===== config.mk =====
export PLATFORM = sky130hd
export DESIGN_NAME = regfile_sb
export DESIGN_NICKNAME = d
export VERILOG_FILES = /design/src/rtl/regfile_pkg.sv /design/src/rtl/regfile_scoreboard.sv /design/src/rtl/regfile_sb.sv
export SDC_FILE = /design/constraint.sdc
export NUM_CORES = 2
export LEC_CHECK = 0
export CAP_MARGIN = 20
export CORE_MARGIN = 2
export CORE_UTILIZATION = 63
export CTS_CLUSTER_DIAMETER = 60
export DETAILED_ROUTE_END_ITERATION = 16
export GPL_ROUTABILITY_DRIVEN = 1
export MAX_ROUTING_LAYER = met4
export PLACE_DENSITY = 0.81
export SLEW_MARGIN = 15
export SYNTH_ARGS = -nofsm -noshare
export SYNTH_HDL_FRONTEND = slang
export SYNTH_SLANG_ARGS = --single-unit

===== constraint.sdc =====
create_clock -name clk -period 47.5 [get_ports clk]
set_input_delay 9.5 -clock clk [delete_from_list [all_inputs] [get_ports clk]]
set_output_delay 9.5 -clock clk [all_outputs]
set_load 0.005 [all_outputs]

===== src/rtl/regfile_pkg.sv =====
// Shared definitions for the parametrised register file with scoreboard.
//   XLEN_DEF   : default data width
//   NREG_RV32I : register count for the full integer base set
//   NREG_RV32E : register count for the embedded base set
//   AW_MAX     : widest register address supported (32 registers)
//   fwd_sel()  : true when a same-cycle writeback targets a read address
package regfile_pkg;

  localparam int XLEN_DEF   = 32;
  localparam int NREG_RV32I = 32;
  localparam int NREG_RV32E = 16;
  localparam int AW_MAX     = 5;

  // Bypass hit: a live write to the register being read. x0 never forwards
  // because writes to it are discarded.
  function automatic logic fwd_sel(input logic              wr_en,
                                   input logic [AW_MAX-1:0] wr_addr,
                                   input logic [AW_MAX-1:0] rd_addr);
    return wr_en && (wr_addr == rd_addr) && (rd_addr != '0);
  endfunction

endpackage


===== src/rtl/regfile_scoreboard.sv =====
// Pending-write scoreboard: one busy bit per architectural register.
//   clk, rst            : clock, asynchronous active-high reset
//   wr_en_i, wr_addr_i  : writeback clears the destination's busy bit
//   iss_en_i, iss_addr_i: issue marks the destination busy (wins a collision)
//   rsN_addr_i          : operand addresses looked up combinationally
//   rsN_mask_i          : suppress the busy indication (same-cycle forward)
//   rsN_busy_o          : operand pending, based on current (pre-update) state
//   busy_vec_o          : registered busy bits, bit 0 always 0
module regfile_scoreboard
  import regfile_pkg::*;
#(
  parameter int NREG = NREG_RV32I,
  parameter int AW   = $clog2(NREG)
) (
  input  logic            clk,
  input  logic            rst,
  input  logic            wr_en_i,
  input  logic [AW-1:0]   wr_addr_i,
  input  logic            iss_en_i,
  input  logic [AW-1:0]   iss_addr_i,
  input  logic [AW-1:0]   rs1_addr_i,
  input  logic [AW-1:0]   rs2_addr_i,
  input  logic            rs1_mask_i,
  input  logic            rs2_mask_i,
  output logic            rs1_busy_o,
  output logic            rs2_busy_o,
  output logic [NREG-1:0] busy_vec_o
);

  logic [NREG-1:0] busy_q;
  logic [NREG-1:0] busy_d;

  // x0 has no producer to wait for.
  assign busy_d[0] = 1'b0;

  // Set is ORed in after the clear so a new producer supersedes a
  // completing one targeting the same register.
  generate
    for (genvar gi = 1; gi < NREG; gi++) begin : g_busy
      logic set_hit;
      logic clr_hit;
      assign set_hit    = iss_en_i && (iss_addr_i == AW'(gi));
      assign clr_hit    = wr_en_i  && (wr_addr_i  == AW'(gi));
      assign busy_d[gi] = set_hit | (busy_q[gi] & ~clr_hit);
    end
  endgenerate

  always_ff @(posedge clk or posedge rst) begin
    if (rst) begin
      busy_q <= '0;
    end else begin
      busy_q <= busy_d;
    end
  end

  assign rs1_busy_o = busy_q[rs1_addr_i] & ~rs1_mask_i;
  assign rs2_busy_o = busy_q[rs2_addr_i] & ~rs2_mask_i;
  assign busy_vec_o = busy_q;

endmodule


===== src/rtl/regfile_sb.sv =====
// Two-read / one-write register file with optional write-to-read forwarding
// and a pending-write scoreboard, placed between decode and execute.
//   clk, rst              : clock, asynchronous active-high reset
//   rd_en, rs1/rs2_addr   : capture operands this cycle (blocked by stall)
//   rs1_data, rs2_data    : registered operands, held when not captured
//   wr_en/addr/data       : writeback port; x0 writes are dropped
//   wb_update             : registered copy of wr_en
//   iss_en, iss_addr      : mark a destination as pending
//   rs1_busy, rs2_busy    : operand pending (combinational)
//   stall                 : rd_en while either operand is pending
//   busy_vec              : registered scoreboard state
module regfile_sb
  import regfile_pkg::*;
#(
  parameter  int XLEN   = XLEN_DEF,
  parameter  int NREG   = NREG_RV32I,
  parameter  int BYPASS = 1,
  localparam int AW     = $clog2(NREG)
) (
  input  logic            clk,
  input  logic            rst,
  input  logic            rd_en,
  input  logic [AW-1:0]   rs1_addr,
  input  logic [AW-1:0]   rs2_addr,
  output logic [XLEN-1:0] rs1_data,
  output logic [XLEN-1:0] rs2_data,
  input  logic            wr_en,
  input  logic [AW-1:0]   wr_addr,
  input  logic [XLEN-1:0] wr_data,
  output logic            wb_update,
  input  logic            iss_en,
  input  logic [AW-1:0]   iss_addr,
  output logic            rs1_busy,
  output logic            rs2_busy,
  output logic            stall,
  output logic [NREG-1:0] busy_vec
);

  logic [XLEN-1:0] mem_q [NREG];
  logic [XLEN-1:0] rs1_q, rs1_d;
  logic [XLEN-1:0] rs2_q, rs2_d;
  logic            wb_q;
  logic            hit1, hit2;

  // Forward hits only exist when bypassing is enabled; with it disabled the
  // read sees the old contents and the busy bit stays visible until the
  // scoreboard clears it at the edge.
  assign hit1 = (BYPASS != 0) &&
                fwd_sel(wr_en, AW_MAX'(wr_addr), AW_MAX'(rs1_addr));
  assign hit2 = (BYPASS != 0) &&
                fwd_sel(wr_en, AW_MAX'(wr_addr), AW_MAX'(rs2_addr));

  regfile_scoreboard #(
    .NREG (NREG),
    .AW   (AW)
  ) u_sb (
    .clk        (clk),
    .rst        (rst),
    .wr_en_i    (wr_en),
    .wr_addr_i  (wr_addr),
    .iss_en_i   (iss_en),
    .iss_addr_i (iss_addr),
    .rs1_addr_i (rs1_addr),
    .rs2_addr_i (rs2_addr),
    .rs1_mask_i (hit1),
    .rs2_mask_i (hit2),
    .rs1_busy_o (rs1_busy),
    .rs2_busy_o (rs2_busy),
    .busy_vec_o (busy_vec)
  );

  assign stall = rd_en & (rs1_busy | rs2_busy);

  // Register array. The whole array clears on reset, so it is built from
  // flops rather than block RAM. mem_q[0] is never written and stays zero,
  // which makes x0 read as zero without an explicit address check.
  always_ff @(posedge clk or posedge rst) begin
    if (rst) begin
      for (int i = 0; i < NREG; i++) begin
        mem_q[i] <= '0;
      end
    end else if (wr_en && (wr_addr != '0)) begin
      mem_q[wr_addr] <= wr_data;
    end
  end

  always_comb begin
    rs1_d = rs1_q;
    rs2_d = rs2_q;
    if (rd_en && !stall) begin
      rs1_d = hit1 ? wr_data : mem_q[rs1_addr];
      rs2_d = hit2 ? wr_data : mem_q[rs2_addr];
    end
  end

  always_ff @(posedge clk or posedge rst) begin
    if (rst) begin
      rs1_q <= '0;
      rs2_q <= '0;
      wb_q  <= 1'b0;
    end else begin
      rs1_q <= rs1_d;
      rs2_q <= rs2_d;
      wb_q  <= wr_en;
    end
  end

  assign rs1_data  = rs1_q;
  assign rs2_data  = rs2_q;
  assign wb_update = wb_q;

endmodule


# Word level (Yosys, flattened, before mapping)
# Index checks and enable logic that the tools add are counted.
# op_classes
order_cmp	6
eq_ne	64
muxes	15
n_bitwise	102
n_reduce_logical	73
# ops
op	n
$bwmux W1024	1
$bmux W32 S5	2
$mux W32	7
$demux W32 S5	1
$eq A5 B5 Y1 const B	32
$eq A5 B4 Y1 const B	16
$logic_and A1 B1 Y1	69
$eq A5 B3 Y1 const B	8
$and A1 B1 Y1	34
$not A1 Y1	33
$or A1 B1 Y1	32
$eq A5 B2 Y1 const B	4
$ge A6 B6 Y1 const B	3
$not A5 Y6	3
$reduce_bool A5 Y1	3
$lt A5 B6 Y1 const B	2
$bmux W1 S5	2
$eq A5 B1 Y1 const B	2
$eq A5 B5 Y1	2
$lt A6 B1 Y1 const B	1
$mux W1	2
$logic_not A1 Y1	1
# totals
regBits	1120
inputBits	57
word_cells	296

# Longest topological paths before layout
# depth
word_depth	9
mapped_depth	12
ltp_nobuf	6

# Cells and area by module
# Synthesis repeated with hierarchy kept, for this count alone.
# unflattened
cells_unflattened	3789
hier_area_um2	58462.3
# modules_own_cells
mod	n_inst	cells_each	area_per_inst_um2	seq_area_each_um2
regfile_sb	1	3597	56521.7	27251.1
regfile_scoreboard	1	192	1940.6	775.7

# Least setup slack after synthesis
# OpenSTA, ideal clock, no wires.
# synth_path
path_type	in2out
startpoint	input port rs2_addr[0]
endpoint	output port stall
arrival_time_ps	11138
t_required_ps	38000
setup_slack_ps	26862
stages	10
path_buffers	5
cell_sequence	buf_4 buf_4 buf_4 xnor2_1 nand4_1 a211oi_2 buf_2 clkbuf_1 nor2_1 o21a_1
# synth_between
elab_chain_len	7
elab_cells_between_ends	10
# synth_lines
item	line_no	rtl
start, declared	regfile_sb.sv:24	input logic [AW-1:0] rs2_addr,
branches (longest 4 deep; another with $bmux W1 S5)	--	
$and A1 B1 Y1 (*)	regfile_scoreboard.sv:57	assign rs2_busy_o = busy_q[rs2_addr_i] & ~rs2_mask_i;
net rs2_busy	regfile_sb.sv:34	output logic rs2_busy,
$or A1 B1 Y1 (*)	regfile_sb.sv:72	assign stall = rd_en & (rs1_busy | rs2_busy);
$and A1 B1 Y1 (*)	regfile_sb.sv:72	
end, declared	regfile_sb.sv:35	output logic stall,
# Mark *: on every way through the listed nets, which the timed path passes. The select of a mux whose other input is x is not followed.

# Worst setup path after layout
# layout_path
startpoint	input port rs1_addr[0]
endpoint	output port stall
# layout_between
elab_chain_len	7
elab_cells_between_ends	10
# layout_lines
item	line_no	rtl
start, declared	regfile_sb.sv:23	input logic [AW-1:0] rs1_addr,
branches (longest 4 deep; another with $bmux W1 S5)	--	
$and A1 B1 Y1 (*)	regfile_scoreboard.sv:56	assign rs1_busy_o = busy_q[rs1_addr_i] & ~rs1_mask_i;
$or A1 B1 Y1 (*)	regfile_sb.sv:72	
$and A1 B1 Y1 (*)	regfile_sb.sv:72	
# Mark *: on every way between the ends. The select of a mux whose other input is x is not followed.

==> metrics <==
CTS tree=built; CTS buffer count=between 100 and 150; largest net degree at the start of global routing=between 150 and 200; drt pass-1 iters=7; vias in the first global route=between 30000 and 40000; PostCTS Resize Cnt=0; routability cong.=about 0.9; Worst EP arrival=between 10 and 15 ns; CP Cell Sequence=buf_8 -> buf_4 -> buf_16 -> xor2_1 -> nor3_1 -> and4_2 -> buf_4 -> nor2_1 -> o21a_1 -> clkdlybuf4s50_1; cts hold-fix bufs=0; fin crit share=47.13%; clock buffer depth=3; Max Clk Rate=44.67 MHz; H-tree Lvls=3; final hold vios=0; Die W=about 310 um; Min-Delay Path Class=flop to flop; max-slew violation count=0; Worst Skew=0.02717 ns; peak supply drop=around 0.030 mV; cell taking the most area after synthesis=dfrtp_1; Final setup viols=0; CP Capture Type=output pin; CTS clk-pin slew, worst paths=0.06 ns; Buf/Inv on CP=5; Port Buf Inserts=between 150 and 200; worst hold stages=0; synthesized area=just under 60000 um^2; number of I/O pins=157; crit-path max FO=55; R2R Setup Slk=approximately 45 ns; fraction of registers with async set/reset=100.0%; grt ovf=0; Antenna Nets Post-Route=0; syn_area_per_cell=~15 um^2; CP max stage cell=buf_4; Slew headroom=17.12%; slowest stage delay, CP=a little over 0.6 ns; Routed WL=roughly 170 mm; Slew @ Worst Pin=~1.2 ns; Synthesized Nets=just under 4000; top_reg_cell synth=dfrtp_1; Layout area overhead=10.72%; MaxCap Viol Count=0; Nets=3814; DR WL/cell=33.34 um; Post-DP HPWL=roughly 90 mm; HP Start=mem_q[1003]$_DFFE_PP0P_; all-layer global routing usage=between 30% and 40%; most used cell, CP=buf_4; Yosys cell types=57; initial antenna violation count=7; cell family with most CP delay=buffers and inverters; clk_lat worst skew=0.72 ns; Rows=111; DRC=0; setup TNS=0 ns; share of cells above drive strength 1=about half; Hold EP=mem_q[1003]$_DFFE_PP0P_; type of the worst setup path=input port to output pin; Post-synth EDFFs=0; total vias in the final route=around 38000; r2r startpoint=u_sb.busy_vec_o[24]$_DFF_PP0_; die height=307.0 um; R2R Path End=rs1_data[11]$_DFFE_PP0P_; Startpoint Class=input port; Cell Area, Placed=59720 um^2; vias per cell=about 7.4; Post-synth top cells=dfrtp_1 (1120), mux2_2 (1056), mux4_2 (510); status=complete, no violations; most frequent cell after synthesis=dfrtp_1; first-pass GRT wire length=251.6 mm; Final Cell Area=roughly 64000 um^2; CTS root buf=clkbuf_16; synth top area cells=dfrtp_1 (48%), mux2_2 (21%), mux4_2 (20%); pwr dens=44.51 nW/um^2; RSZ-0062 raised after global routing=no; Synth Register Bits=1120; Req. time, crit path=between 30 and 40 ns; yosys warns=0; post-CTS setup buffer count=0; Starting DRT DRC Count=~4400; # clock sinks=1120; min cycle time layout=22.39 ns; sequential cell area fraction in the yosys report=between 40 and 50%; Leak=0.02722 uW; Initial Util=between 60% and 70%; Mapped Cells=about 3800; R2R depth=7; core outline area=91250 um^2; Yosys top cell area share=between 40% and 50%; die footprint=about 94000 um^2
==> how the worst max path moves through the flow <==
stage	start	to	slack, ns	cells past startpoint
floorplan	rst	mem_q[0]$_DFFE_PP0P_	6.46	1
global placement	rs1_addr[0]	stall	24.88	9
detailed placement	rs1_addr[0]	stall	24.89	9
CTS	rs1_addr[0]	stall	24.88	9
global route	rs1_addr[0]	stall	24.84	10
finish	rs1_addr[0]	stall	25.11	10
==> flip-flops by register name, indices dropped and copies added, names as in the netlist <==
signal	count
rs1_data	32
rs2_data	32
mem_q	1024
u_sb.busy_vec_o	31
wb_update	1
==> logic make-up (layout without fill, tap and decap cells) <==
family	after synthesis	count (layout)	synth area share, %
DFF	1120	1120	48.47
buffers and inverters	436	472	3.529
other	1	10	0.006486
and+or+nand+nor	246	246	2.335
AOI/OAI and AO/OA	402	402	4.440
muxes	1603	1603	41.08
xor gates and xnor gates	9	9	0.1363
==> final cells by class <==
type	count	area (um^2)
repair buffers	250	2420
inverters	5	26.28
clock inverters	45	628.1
flip-flops and latches	1120	28030
well taps	1186	1484
clock buffers	172	3448
multi-input cells	2261	27970
diodes	9	22.52
fillers	5762	27220
==> cell usage in the layout (no fill, tap or decap), drive strengths merged, types with 3 or more instances in the layout <==
cell	netlist	routed
a21oi	10	10
a221oi	4	4
a22o	12	12
a22oi	22	22
a32o	6	6
and3	3	3
buf	173	102
bufinv	0	13
clkbuf	258	172
clkdlybuf4s50	0	148
clkinv	0	22
clkinvlp	0	4
dfrtp	1120	1120
diode	0	9
inv	5	11
mux2	1057	1057
mux2i	36	36
mux4	510	510
nand2	85	85
nand2b	13	13
nand3	5	5
nand3b	5	5
nand4	3	3
nand4b	3	3
nor2	35	35
nor2b	9	9
nor3	8	8
nor3b	8	8
o211a	6	6
o211ai	11	11
o21ai	88	88
o22ai	229	229
o31ai	4	4
or2	5	5
or4	55	55
xnor2	6	6
xor2	3	3
==> through the flow <==
stage / power [uW] / setup slack (ns) / util (%) / hold slack, ns / std cells
5_1_grt: 2956 / 24.84 / 70.16 / 0.4060 / 5046
3_3_place_gp: 1850 / 24.88 / 65.45 / 0.3770 / 4811
3_5_place_dp: 1883 / 24.89 / 65.45 / 0.3833 / 4811
4_1_cts: 2846 / 24.88 / 69.92 / 0.3958 / 5028
2_1_floorplan: 1692 / 6.462 / - / 0.4413 / 3817
6_report: 2849 / 25.11 / 70.16 / 0.3916 / 5048
==> per-layer routing <==
layer / vias up / GRT usage [%] / wire length [um] / share of wire (%)
met5: - / - / 0 / 0
met4: 0 / 15.32 / 7205 / 4.3
met3: 509 / 10.16 / 21130 / 13
li1: 14760 / - / - / -
met1: 19870 / 51.84 / 64110 / 38
met2: 2410 / 53.29 / 75860 / 45
==> power by group <==
group          internal (uW)  switching (uW)
logic                    372             216
clock network            573             394
registers               1150             144
No activity file was read; power rests on OpenSTA's default activity.
